### src/rtl/serial_arb_pkg.sv
`default_nettype none
// ============================================================================
// Module      : serial_arb_pkg
// Description : Shared state encoding and default sizing for the serial
//               transmitter arbiter.
// Revision    : 1.0 - initial release
// ============================================================================
package serial_arb_pkg;

    localparam int c_def_width           = 8;
    localparam int c_def_requesters      = 4;
    localparam int c_def_watchdog_cycles = 4;

    typedef enum logic [1:0] {
        IDLE      = 2'd0,
        LAUNCH    = 2'd1,
        WAIT_BUSY = 2'd2,
        WAIT_DONE = 2'd3
    } arb_state_t;

endpackage : serial_arb_pkg
`default_nettype wire

### src/rtl/serial_tx_arbiter_rr_picker.sv
`default_nettype none
// ============================================================================
// Module      : rr_picker
// Description : Combinational round-robin search. Starts at ptr_i, wraps
//               modulo Requesters, reports the first asserted request.
// Revision    : 1.0 - initial release
// ============================================================================
module rr_picker
    import serial_arb_pkg::*;
#(
    parameter int Requesters = c_def_requesters
) (
    input  logic [Requesters-1:0]         req_i,
    input  logic [$clog2(Requesters)-1:0] ptr_i,
    output logic                          found_o,
    output logic [$clog2(Requesters)-1:0] idx_o
);

    localparam int c_idx_w = $clog2(Requesters);

    // Walk offsets from farthest to nearest so the nearest hit overwrites.
    always_comb begin
        found_o = 1'b0;
        idx_o   = '0;
        for (int k = Requesters - 1; k >= 0; k--) begin
            if (req_i[(int'(ptr_i) + k) % Requesters]) begin
                found_o = 1'b1;
                idx_o   = c_idx_w'((int'(ptr_i) + k) % Requesters);
            end
        end
    end

endmodule : rr_picker
`default_nettype wire

### src/rtl/serial_tx_arbiter.sv
`default_nettype none
// ============================================================================
// Module      : serial_tx_arbiter
// Description : Arbitrates byte requests from several requesters onto one
//               serial transmitter, with frame locking, round-robin fairness
//               and a watchdog on the transmitter's busy handshake.
// Revision    : 1.0 - initial release
// ============================================================================
module serial_tx_arbiter
    import serial_arb_pkg::*;
#(
    parameter int Width          = c_def_width,
    parameter int Requesters     = c_def_requesters,
    parameter int WatchdogCycles = c_def_watchdog_cycles
) (
    input  logic                          clk,
    input  logic                          rst,
    input  logic [Requesters-1:0]         req,
    input  logic [Requesters-1:0]         req_last,
    input  logic [Requesters*Width-1:0]   req_data,
    output logic [Requesters-1:0]         ack,
    output logic                          tx_ce,
    output logic [Width-1:0]              tx_d,
    input  logic                          tx_busy,
    output logic                          grant_valid,
    output logic [$clog2(Requesters)-1:0] grant_idx,
    output logic                          err
);

    localparam int                 c_idx_w    = $clog2(Requesters);
    localparam int                 c_wd_w     = (WatchdogCycles > 1) ? $clog2(WatchdogCycles) : 1;
    localparam logic [c_idx_w-1:0] c_last_idx = c_idx_w'(Requesters - 1);
    localparam logic [c_wd_w-1:0]  c_wd_last  = c_wd_w'(WatchdogCycles - 1);

    // Registered state. r_grant_idx_q doubles as the lock owner.
    arb_state_t             r_state_q;
    logic [c_idx_w-1:0]     r_ptr_q;
    logic                   r_lock_q;
    logic                   r_last_q;
    logic [c_wd_w-1:0]      r_wd_cnt_q;
    logic [Requesters-1:0]  r_ack_q;
    logic                   r_tx_ce_q;
    logic [Width-1:0]       r_tx_d_q;
    logic                   r_grant_valid_q;
    logic [c_idx_w-1:0]     r_grant_idx_q;
    logic                   r_err_q;

    // Arbitration datapath.
    logic [Requesters-1:0]  w_owner_mask;
    logic [Requesters-1:0]  w_elig;
    logic [c_idx_w-1:0]     w_pick_ptr;
    logic                   w_found;
    logic [c_idx_w-1:0]     w_pick_idx;
    logic [Requesters-1:0]  w_win_mask;
    logic [Width-1:0]       w_win_data;
    logic                   w_win_last;
    logic [c_idx_w-1:0]     w_ptr_d;

    // While a frame is locked only the owner may compete; the picker then
    // starts at the owner so the result is the owner or nothing.
    assign w_owner_mask = Requesters'(1) << r_grant_idx_q;
    assign w_elig       = r_lock_q ? (req & w_owner_mask) : req;
    assign w_pick_ptr   = r_lock_q ? r_grant_idx_q : r_ptr_q;

    rr_picker #(
        .Requesters (Requesters)
    ) u_rr_picker (
        .req_i   (w_elig),
        .ptr_i   (w_pick_ptr),
        .found_o (w_found),
        .idx_o   (w_pick_idx)
    );

    assign w_win_mask = Requesters'(1) << w_pick_idx;
    assign w_win_data = req_data[int'(w_pick_idx) * Width +: Width];
    assign w_win_last = req_last[w_pick_idx];
    assign w_ptr_d    = (r_grant_idx_q == c_last_idx) ? '0 : r_grant_idx_q + c_idx_w'(1);

    // Arbiter FSM with lock, pointer, watchdog and registered outputs.
    always_ff @(posedge clk) begin
        if (rst) begin
            r_state_q       <= IDLE;
            r_ptr_q         <= '0;
            r_lock_q        <= 1'b0;
            r_last_q        <= 1'b0;
            r_wd_cnt_q      <= '0;
            r_ack_q         <= '0;
            r_tx_ce_q       <= 1'b0;
            r_tx_d_q        <= '0;
            r_grant_valid_q <= 1'b0;
            r_grant_idx_q   <= '0;
            r_err_q         <= 1'b0;
        end else begin
            case (r_state_q)
                IDLE: begin
                    if (!tx_busy && w_found) begin
                        r_grant_idx_q   <= w_pick_idx;
                        r_last_q        <= w_win_last;
                        r_tx_d_q        <= w_win_data;
                        r_tx_ce_q       <= 1'b1;
                        r_ack_q         <= w_win_mask;
                        r_grant_valid_q <= 1'b1;
                        r_state_q       <= LAUNCH;
                    end
                end
                LAUNCH: begin
                    r_tx_ce_q  <= 1'b0;
                    r_ack_q    <= '0;
                    r_wd_cnt_q <= '0;
                    r_state_q  <= WAIT_BUSY;
                    if (r_last_q) begin
                        r_lock_q <= 1'b0;
                        r_ptr_q  <= w_ptr_d;
                    end else begin
                        r_lock_q <= 1'b1;
                    end
                end
                WAIT_BUSY: begin
                    if (tx_busy) begin
                        r_wd_cnt_q <= '0;
                        r_state_q  <= WAIT_DONE;
                    end else if (r_wd_cnt_q == c_wd_last) begin
                        // Transmitter never acknowledged: flag it and drop the frame.
                        r_err_q         <= 1'b1;
                        r_lock_q        <= 1'b0;
                        r_grant_valid_q <= 1'b0;
                        r_wd_cnt_q      <= '0;
                        r_state_q       <= IDLE;
                    end else begin
                        r_wd_cnt_q <= r_wd_cnt_q + c_wd_w'(1);
                    end
                end
                WAIT_DONE: begin
                    if (!tx_busy) begin
                        r_grant_valid_q <= r_lock_q;
                        r_state_q       <= IDLE;
                    end
                end
                default: begin
                    r_state_q <= IDLE;
                end
            endcase
        end
    end

    assign ack         = r_ack_q;
    assign tx_ce       = r_tx_ce_q;
    assign tx_d        = r_tx_d_q;
    assign grant_valid = r_grant_valid_q;
    assign grant_idx   = r_grant_idx_q;
    assign err         = r_err_q;

endmodule : serial_tx_arbiter
`default_nettype wire
### config.mk
export PLATFORM = sky130hd
export DESIGN_NAME = serial_tx_arbiter
export DESIGN_NICKNAME = d
export VERILOG_FILES = /design/src/rtl/serial_arb_pkg.sv /design/src/rtl/serial_tx_arbiter_rr_picker.sv /design/src/rtl/serial_tx_arbiter.sv
export SDC_FILE = /design/constraint.sdc
export NUM_CORES = 1
export LEC_CHECK = 0
export CAP_MARGIN = 25
export CELL_PAD_IN_SITES_DETAIL_PLACEMENT = 1
export CELL_PAD_IN_SITES_GLOBAL_PLACEMENT = 2
export CORE_ASPECT_RATIO = 1.75
export CORE_UTILIZATION = 22
export DETAILED_ROUTE_END_ITERATION = 7
export MAX_ROUTING_LAYER = met4
export PLACE_DENSITY = 0.71
export SYNTH_ARGS = -nofsm -noshare
export SYNTH_HDL_FRONTEND = slang
export SYNTH_SLANG_ARGS = --single-unit
### constraint.sdc
create_clock -name clk -period 2.1 [get_ports clk]
set_input_delay 0.315 -clock clk [delete_from_list [all_inputs] [get_ports clk]]
set_output_delay 0.315 -clock clk [all_outputs]
set_load 0.005 [all_outputs]
* After elaboration in Yosys (flattened, before gate mapping)
Cells that the tools add are included.
Cells by class: order comparisons 5, equal/unequal tests 10, add/sub/neg operators 5, shifts and indexed selects 3, muxes and demuxes 42, bitwise gates (word level) 5, reduce and logical (&&, ||, !) cells 16
Operators by type and width (number):
- variable part select 32 x 6 -> 8 bit | 1
- two-way mux 2 bit | 12
- two-way mux 1 bit | 17
- less-than comparator 3 x 4 -> 1 bit (second input constant) | 3
- binary-select mux 1 bit (select 2 bit) | 5
- AND reduction 3 bit | 3
- == test 2 bit (second input constant) | 4
- two-way mux 4 bit | 2
- inequality test 2 bit (second input constant) | 4
- case mux 2 bit (4 select lines) | 1
- case mux 4 bit (2 select lines) | 1
- << shifter 1 x 2 -> 4 bit (first input constant) | 2
- adder 2 x 1 -> 2 bit (second input constant) | 3
- less-than comparator 2 x 3 -> 1 bit (second input constant) | 2
- AND reduction 2 bit | 3
- OR reduction 2 bit | 3
- AND reduction 5 bit | 1
- adder 2 bit (second input constant) | 2
- AND 4 bit | 1
- case mux 1 bit (2 select lines) | 2
- case mux 2 bit (2 select lines) | 1
- nonzero test 2 bit | 2
- AND 1 bit (first input constant) | 3
- inequality test 3 bit (second input constant) | 1
- 7 further kinds | 7
Word-level totals: logic and storage cells 97, bits in registers 25, input bits 43

* Longest topological paths before layout
Gate-level depths: netlist of the first run.
word-level depth 14, depth in mapped cells 9, depth with buffers taken out 8

* Modules after synthesis
A second synthesis of the first run with hierarchy kept.
Unflattened totals: cell total of the unflattened synthesis 178, area total of the unflattened synthesis 1589.0 um2
By module, submodules not included:
- serial_tx_arbiter | instances 1, cells an instance 165, area an instance 1511.4 um2, seq. area each 500.5 um2
- rr_picker | instances 1, cells an instance 13, area an instance 77.6 um2, seq. area each 0.0 um2

* Worst setup path after synthesis of the first run
No wires, ideal clock.
path kind register -> register, start register r_grant_idx_q[0], in the netlist grant_idx[0], end register r_tx_d_q[6], in the netlist tx_d[6], library setup time 124 ps, path slack -66 ps, stages on the path, launching flop included 9, buffers on the path 0, data required time 1976 ps, period minus slack after synthesis 2166 ps, arrival 2042 ps, cell sequence dfxtp_1 > inv_1 > ha_1 > or2b_1 > a311oi_4 > nor2_2 > a311oi_4 > mux2i_1 > o22ai_1
Between the ends: cells in the longest elaborated chain, start to end 12, elaborated cells between the ends (all ways) 29, classes of those cells add/sub: 3; shift: 2; mux: 21; bitwise: 1; reduce/logical: 2
Ends and longest elaborated chain:
- start, declared | RTL line serial_tx_arbiter.sv:45 | logic [c_idx_w-1:0] r_grant_idx_q;
- start signal, assigned | RTL line serial_tx_arbiter.sv:97 | r_grant_idx_q <= w_pick_idx;
- parallel branches: the longest is 12 deep, another holds adder 2 bit
- end signal, assigned | RTL line serial_tx_arbiter.sv:99 | r_tx_d_q <= w_win_data;
- end, declared | RTL line serial_tx_arbiter.sv:43 | logic [Width-1:0] r_tx_d_q;
Parallel ways; which one is timed is not known. The select of a mux whose other input is x is not followed. A chain may end at the register's enable or synchronous reset.

* Worst setup path in the final report of the first run
start register r_grant_idx_q[1], in the netlist grant_idx[1], end register r_tx_d_q[6], in the netlist tx_d[6]
Same word-level chain as after synthesis.

==> results of run 1 <==
per-layer routing:
metal  vias to the layer above  routed length, um
li1                        913                  -
met1                       907               2380
met2                        19               3700
met3                         6                 68
met4                         0                107
met5                         -                  0
worst max path at each step:
stage	startpoint	end	slack (ns)	depth (start not counted)
CTS	grant_idx[0]	tx_d[6]	0.006	9
floorplan	grant_idx[0]	tx_d[6]	0.03	8
global route	grant_idx[0]	tx_d[6]	-0.05	9
finish	grant_idx[1]	tx_d[6]	0.03	8
detailed placement	req[0]	tx_d[1]	-0.21	7
global placement	req[0]	tx_d[1]	-0.19	7
critical path, cell delays in order, from the launching register on:
cell and delay [ns]:
dfxtp_2 0.32, buf_4 0.15, mux2_4 0.29, a311oi_4 0.30, nor2_2 0.08, a311oi_4 0.27
buf_6 0.19, mux2i_4 0.25, o22ai_2 0.09
cells in the mapped netlist, types with 6 or more instances:
library cell  count  area (sq um)
dfxtp_1          25           500
nand2_1          18          67.6
nor2_1           18          67.6
o21ai_0          17          85.1
a21oi_1          16          80.1
inv_1            13          48.8
ha_1             10           125
a221oi_1          9          78.8
mux2i_1           8          80.1
a22oi_1           6          45.0
a31oi_1           6          37.5
nand3_1           6          30.0
o22ai_1           6          37.5
report_power, final:
part	switching (mW)	leakage, nW	internal (mW)	total (mW)
sequential	0.0938	0.206	0.601	0.695
clock	0.184	0.0371	0.259	0.443
combinational	0.804	0.806	0.836	1.64
flip-flops by register name (all words and copies together) (netlist names):
signal / cells
grant_valid: 1
r_lock_q: 1
err: 1
tx_ce: 1
r_ptr_q: 2
r_last_q: 1
tx_d: 8
ack: 4
grant_idx: 2
r_wd_cnt_q: 2
r_state_q: 2
cell families after synthesis:
logic type / Yosys count / synth area share (%)
compound gates: 75 / 32.6
flops: 25 / 30.9
buf+inv: 19 / 5.02
mux: 10 / 6.56
fa+ha+maj: 10 / 7.72
simple gates: 59 / 17.2
what timing repair did:
action,in CTS,in global routing
pin swaps,6,12
endpoints found under the setup margin,10,14
hold buffers,0,0
setup buffers,2,4
resized for setup,17,25
per-stage QoR:
| stage | std cells | utilization, % | setup WS, ns |
|---|---|---|---|
| 3_5_place_dp | 363 | 34.8 | -0.209 |
| 6_report | 373 | 39.1 | 0.0281 |
| 4_1_cts | 369 | 37.2 | 0.00583 |
| 5_1_grt | 373 | 39.1 | -0.0500 |
| 3_3_place_gp | 363 | 34.8 | -0.194 |
| 2_1_floorplan | 198 | - | 0.0329 |
layout make-up:
type,count,area (sq um),area share (%)
clock buffer,3,75.1,2.67
sequential,25,504,17.9
multi-input combinational,154,1210,43.0
clock inverter,1,7.51,0.267
inverter,13,48.8,1.74
timing repair buffer,91,858,30.5
tap,86,108,3.83
==> results by group, run 1 <==
Status
  • Status: completed

Yosys
  • Post-Synthesis Cells: 198
  • Warning count from the yosys run: 0
  • Post-synth net total: 251
  • Average cell area after synthesis: 8.18 sq um
  • Post-synthesis sequential element count: 25
  • Post-synthesis cell type count: 37
  • Combined area of all synthesized cells: 1620 sq um
  • Most common flop cell mapped by yosys: dfxtp_1
  • Sequential share of the synthesized area: 30.9%
  • Async set-reset flop share out of synthesis: 0%
  • Number of enable flip-flop cells after synthesis: 0

Global route
  • Maximum number of pins on one net before global-route repair: 16
  • Remaining global-route overflow: 0
  • Most crowded layer after global routing: met2
  • Number of global-route vias before repair: 1,868
  • Number of antenna violations at the first check in global routing: 0
  • Global router's overall resource usage: 17.0%
  • GR met2 Demand/Resource: 32.7%
  • Met1 layer usage reported by global route: 17.5%
  • Wire length of the first global-routing pass: 9490 um
  • Met3 layer usage reported by global route: 0.886%

STA
  • Shortest clock period the worst path allows after layout: 2.07 ns
  • Worst relative slew slack: 69.0%
  • Fmax: 0.483 GHz
  • Setup repair after global routing missed its margin: true
  • Portion of the clock cycle consumed by the worst path in the final layout: 98.7%
  • Final setup viols: 0
  • Layout Skew: 0.00364 ns
  • Worst Hold Slack: 0.466 ns
  • Final-layout setup total negative slack: 0 ns
  • Max Transition Viols Final: 0
  • Hold Vio Cnt, Final: 0
  • Slew of the pin with the lowest slew margin: 0.464 ns

Floorplanning
  • Die Outline Area: 7730 sq um
  • Y dimension of the die: 116 um
  • Core Area: 7180 sq um
  • Starting utilization of the core area: 22.6%
  • X dimension of the die: 66.9 um
  • Io pins: 60
  • Site Rows: 41

Clocking
  • Number of clock sinks: 25
  • Buffer cell driving the clock tree root: clkbuf_16
  • Clock Latency Late Sink: 0.26 ns
  • Count of H-tree levels built during CTS: 1
  • Number of buffers created by CTS: 3
  • TritonCTS clock tree: done
  • Bufs on Longest Clock Path: 2
  • Clock-pin slew on the worst setup and hold paths: 0.07 ns

Place
  • Cell area reported after detailed placement: 2500 sq um
  • HPWL after DPL: 4930 um
  • GPL Wtd Cong: 0.768
  • Number of input and output port buffers inserted: 59

Route
  • Detailed-route vias per instance: 4.95
  • Remaining design rule violation count: 0
  • 1st-iter DRT viols: 52
  • WL final: 6250 um
  • Number of nets still failing antenna checks after routing: 0
  • Final routed wire length divided by cell count: 16.8 um
  • Total via count in the routed design: 1,845
  • Iteration count of the initial detailed-routing pass: 3

Layout
  • Share of final-layout standard cells stronger than drive strength 1: 25.1%
  • Most frequent cells in the layout: clkdlybuf4s50_1, buf_4, dfxtp_1
  • Most common cell after layout, fill and taps aside: clkdlybuf4s50_1
  • Filler cell count: 856
  • Post-route cell area: 2810 sq um
  • Antenna Cells: 0
  • Synth-to-layout area growth: 73.5%
  • Total Nets Final: 341

Worst setup path
  • Highest net fanout along the worst path: 6
  • Reg2reg path depth: 8
  • Critical path type: flip-flop to flip-flop
  • Kind of start point of the critical path: flip-flop
  • Crit Reg-Reg Startpoint: grant_idx[1]
  • Worst reg-to-reg setup slack: 0.03 ns
  • Reg2Reg Capture Point: tx_d[6]
  • Critical path data required time: 2.25 ns
  • Crit path DAT: 2.22 ns
  • Crit path capture type: flip-flop

Worst hold path
  • Worst Hold Path EP: r_wd_cnt_q[1]
  • Hold path startpoint: r_wd_cnt_q[1]
  • Worst min-delay path category: flip-flop to flip-flop
  • Number of stages on the worst hold path: 2

Power and ir drop
  • Static Leak: 1.05 nW
  • Largest voltage drop on the vdd net: 433 uV
  • Pwr Density: 988 nW/um^2
  • Post-layout power: 2.78 mW

Flow run
  • Number of violations of the max-capacitance limit: 0
Note: power is estimated with default switching activity, not from simulation.
==> inputs of run 2 (changes only) <==
--- a/config.mk
+++ b/config.mk
@@ -13,6 +13,7 @@
 export DETAILED_ROUTE_END_ITERATION = 7
 export MAX_ROUTING_LAYER = met4
 export PLACE_DENSITY = 0.71
+export SLEW_MARGIN = 20
 export SYNTH_ARGS = -nofsm -noshare
 export SYNTH_HDL_FRONTEND = slang
 export SYNTH_SLANG_ARGS = --single-unit
==> constraint.sdc (replaced) <==
create_clock -name clk -period 1.7 [get_ports clk]
set_input_delay 0.255 -clock clk [delete_from_list [all_inputs] [get_ports clk]]
set_output_delay 0.255 -clock clk [all_outputs]
set_load 0.005 [all_outputs]
==> run 2 against run 1 <==
The flow now finishes with violations (setup timing). First-iteration DRC count decreased by 17%. Setup slack worse by 0.39 ns. Clock skew fell by 0.00093 ns. Critical endpoint unchanged. Register-to-register slack worse by 0.39 ns. Core utilization grew 4.0 points. Count of clock-buffer cells in the layout unchanged. Worst hold slack gained 0.013 ns. Final area grew 10%.
==> results by group, run 2 (synthesis gave the netlist of run 1 again) <==
Power and ir drop
  • Switching portion of total power: 39.4% (was 38.9%)
  • Combinational Power Share: 62.5% (was 59.0%)
  • Pwr Density: 1220 nW/um^2 (was 988 nW/um^2)
  • Clk pwr share: 14.5% (was 15.9%)
  • Share of power burned in registers: 23.0% (was 25.0%)
  • Switching component of the power: 1.49 mW (was 1.08 mW)
  • Largest voltage drop on the vdd net: 501 uV (was 433 uV)
  • P_int: 2.30 mW (was 1.70 mW)
  • Static Leak: 1.20 nW (was 1.05 nW)

Layout
  • Antenna Cells: 0 (unchanged)
  • Most frequent cells in the layout: clkdlybuf4s50_1, buf_4, dfxtp_1 (unchanged)
  • Total Nets Final: 360 (was 341)
  • Post-route cell area: 3100 sq um (was 2810 sq um)
  • Number of flip-flops under the largest register name: 8 (unchanged)
  • Share of final-layout standard cells stronger than drive strength 1: 36.6% (was 25.1%)
  • Most common cell after layout, fill and taps aside: clkdlybuf4s50_1 (unchanged)
  • Synth-to-layout area growth: 91.2% (was 73.5%)

Floorplanning
  • Core Area: 7180 sq um (unchanged)
  • Die Outline Area: 7730 sq um (unchanged)
  • Starting utilization of the core area: 22.6% (unchanged)
  • Y dimension of the die: 116 um (unchanged)
  • Io pins: 60 (unchanged)
  • Site Rows: 41 (unchanged)
  • X dimension of the die: 66.9 um (unchanged)

Worst setup path
  • Library cell appearing most often on the critical path: a311oi_4 (unchanged)
  • Largest stage delay on the critical path: 0.37 ns (was 0.32 ns)
  • Highest net fanout along the worst path: 6 (unchanged)
  • Crit path DAT: 2.20 ns (was 2.22 ns)
  • Critical path type: flip-flop to flip-flop (unchanged)
  • Series of cell instances along the critical path: inv_4 -> ha_4 -> or2b_4 -> a311oi_4 -> nor2_2 -> a311oi_4 -> buf_6 -> mux2i_1 -> o22ai_1 (was buf_4 -> mux2_4 -> a311oi_4 -> nor2_2 -> a311oi_4 -> buf_6 -> mux2i_4 -> o22ai_2)
  • Kind of start point of the critical path: flip-flop (unchanged)
  • Crit path capture type: flip-flop (unchanged)
  • Critical path data required time: 1.84 ns (was 2.25 ns)
  • Slowest library cell on the worst path: dfxtp_4 (was dfxtp_2)

Route
  • Total via count in the routed design: 1,957 (was 1,845)
  • Remaining design rule violation count: 0 (unchanged)
  • WL final: 6530 um (was 6250 um)
  • Final routed wire length divided by cell count: 16.7 um (was 16.8 um)
  • Number of nets still failing antenna checks after routing: 0 (unchanged)
  • 1st-iter DRT viols: 43 (was 52)
  • Detailed-route vias per instance: 4.99 (was 4.95)
  • Iteration count of the initial detailed-routing pass: 4 (was 3)

Global route
  • Maximum number of pins on one net before global-route repair: 16 (unchanged)
  • Remaining global-route overflow: 0 (unchanged)
  • Global router's overall resource usage: 17.7% (was 17.0%)
  • Wire length of the first global-routing pass: 9960 um (was 9490 um)
  • Number of antenna violations at the first check in global routing: 0 (unchanged)
  • Number of global-route vias before repair: 2,070 (was 1,868)

Place
  • Worst slack at placement: -0.496 ns (was -0.209 ns)
  • Cell area reported after detailed placement: 2650 sq um (was 2500 sq um)
  • Number of input and output port buffers inserted: 59 (unchanged)
  • GPL Wtd Cong: 0.825 (was 0.768)
  • HPWL after DPL: 5020 um (was 4930 um)

STA
  • Final worst slack: -0.360 ns (was 0.0281 ns)
  • Worst relative slew slack: 75.1% (was 69.0%)
  • Final setup viols: 19 (was 0)
  • Final-layout setup total negative slack: -4.06 ns (was 0 ns)
  • Setup repair after global routing missed its margin: true (unchanged)
  • Portion of the clock cycle consumed by the worst path in the final layout: 121% (was 98.7%)
  • Max Transition Viols Final: 0 (unchanged)
  • Slew of the pin with the lowest slew margin: 0.374 ns (was 0.464 ns)
  • Shortest clock period the worst path allows after layout: 2.06 ns (was 2.07 ns)
  • Fmax: 0.485 GHz (was 0.483 GHz)
  • Layout Skew: 0.00271 ns (was 0.00364 ns)
  • Hold Vio Cnt, Final: 0 (unchanged)

Clocking
  • TritonCTS clock tree: done (unchanged)
  • Number of clock sinks: 25 (unchanged)
  • Number of buffers created by CTS: 3 (unchanged)
  • Buffer cell driving the clock tree root: clkbuf_16 (unchanged)
  • Count of H-tree levels built during CTS: 1 (unchanged)
  • Bufs on Longest Clock Path: 2 (unchanged)
  • Count of hold buffers inserted by post-cts repair: 0 (unchanged)
  • Clock Latency Late Sink: 0.26 ns (about the same)
  • Clock-pin slew on the worst setup and hold paths: 0.07 ns (about the same)

Status
  • Status: finished with violations (was completed)
  • Violations in the final reports: setup timing

Flow run
  • Number of violations of the max-capacitance limit: 0 (unchanged)

Worst hold path
  • Worst min-delay path category: flip-flop to flip-flop (unchanged)
run 2: changes by cell type in the layout (fill, tap and decap cells not counted), sizes merged:
cell / previous run / this run
buf: 32 / 51
clkdlybuf4s50: 59 / 57
dlymetal6s2s: 0 / 2
run 2: worst paths after layout:
kind | slack, ns | cells past startpoint | from | end
worst max-delay path | -0.36 | 9 | grant_idx[1] | tx_d[6]
worst min-delay path | 0.48 | 2 | r_wd_cnt_q[1] | r_wd_cnt_q[1]
worst max register to register | -0.36 | 9 | grant_idx[1] | tx_d[6]
worst min register to register | 0.48 | 2 | r_wd_cnt_q[1] | r_wd_cnt_q[1]
run 2: layer usage:
layer  GRT usage, %  routed length [um]  up-vias
li1               -                   -      959
met1           18.1                2340      957
met2           34.1                3960       27
met3           1.08                  73       14
met4           6.38                 153        0
met5              -                   0        -
run 2: critical path: cells and delay by family (launching register included):
family / cells / cell delay [ns]
compound gates: 3 / 0.61
flops: 1 / 0.37
mux: 1 / 0.23
buf+inv: 2 / 0.22
fa+ha+maj: 1 / 0.14
simple gates: 2 / 0.37
run 2: power by group through the flow:
stage / sequential, mW / combinational, mW / clock [mW]
2_1_floorplan: 0.855 / 0.953 / 0
3_3_place_gp: 0.866 / 1.86 / 0
3_5_place_dp: 0.868 / 1.90 / 0
4_1_cts: 0.867 / 2.23 / 0.554
5_1_grt: 0.895 / 2.56 / 0.588
6_report: 0.872 / 2.37 / 0.550
run 2: stage by stage:
step / total power, mW / instances / hold WS (ns) / utilization, %
floorplan: 1.81 / 198 / 0.324 / -
global route: 4.04 / 392 / 0.490 / 43.1
detailed placement: 2.76 / 379 / 0.461 / 36.8
global placement: 2.73 / 379 / 0.454 / 36.8
finish: 3.79 / 392 / 0.478 / 43.1
CTS: 3.65 / 387 / 0.473 / 41.6
run 2: final cells by class:
cell class	instances	area, sq um
multi-input cells	154	1330
clock inverters	1	7.51
well taps	86	108
repair buffers	110	1010
flip-flops and latches	25	512
clock buffers	3	75.1
fillers	833	4080
inverters	13	53.8
run 2: what timing repair did:
action / in CTS / in global routing
resized for setup: 51 / 15
setup endpoints to repair: 19 / 21
pin swaps: 20 / 8
setup buffers: 4 / 5
endpoints found under the hold margin: 0 / 0
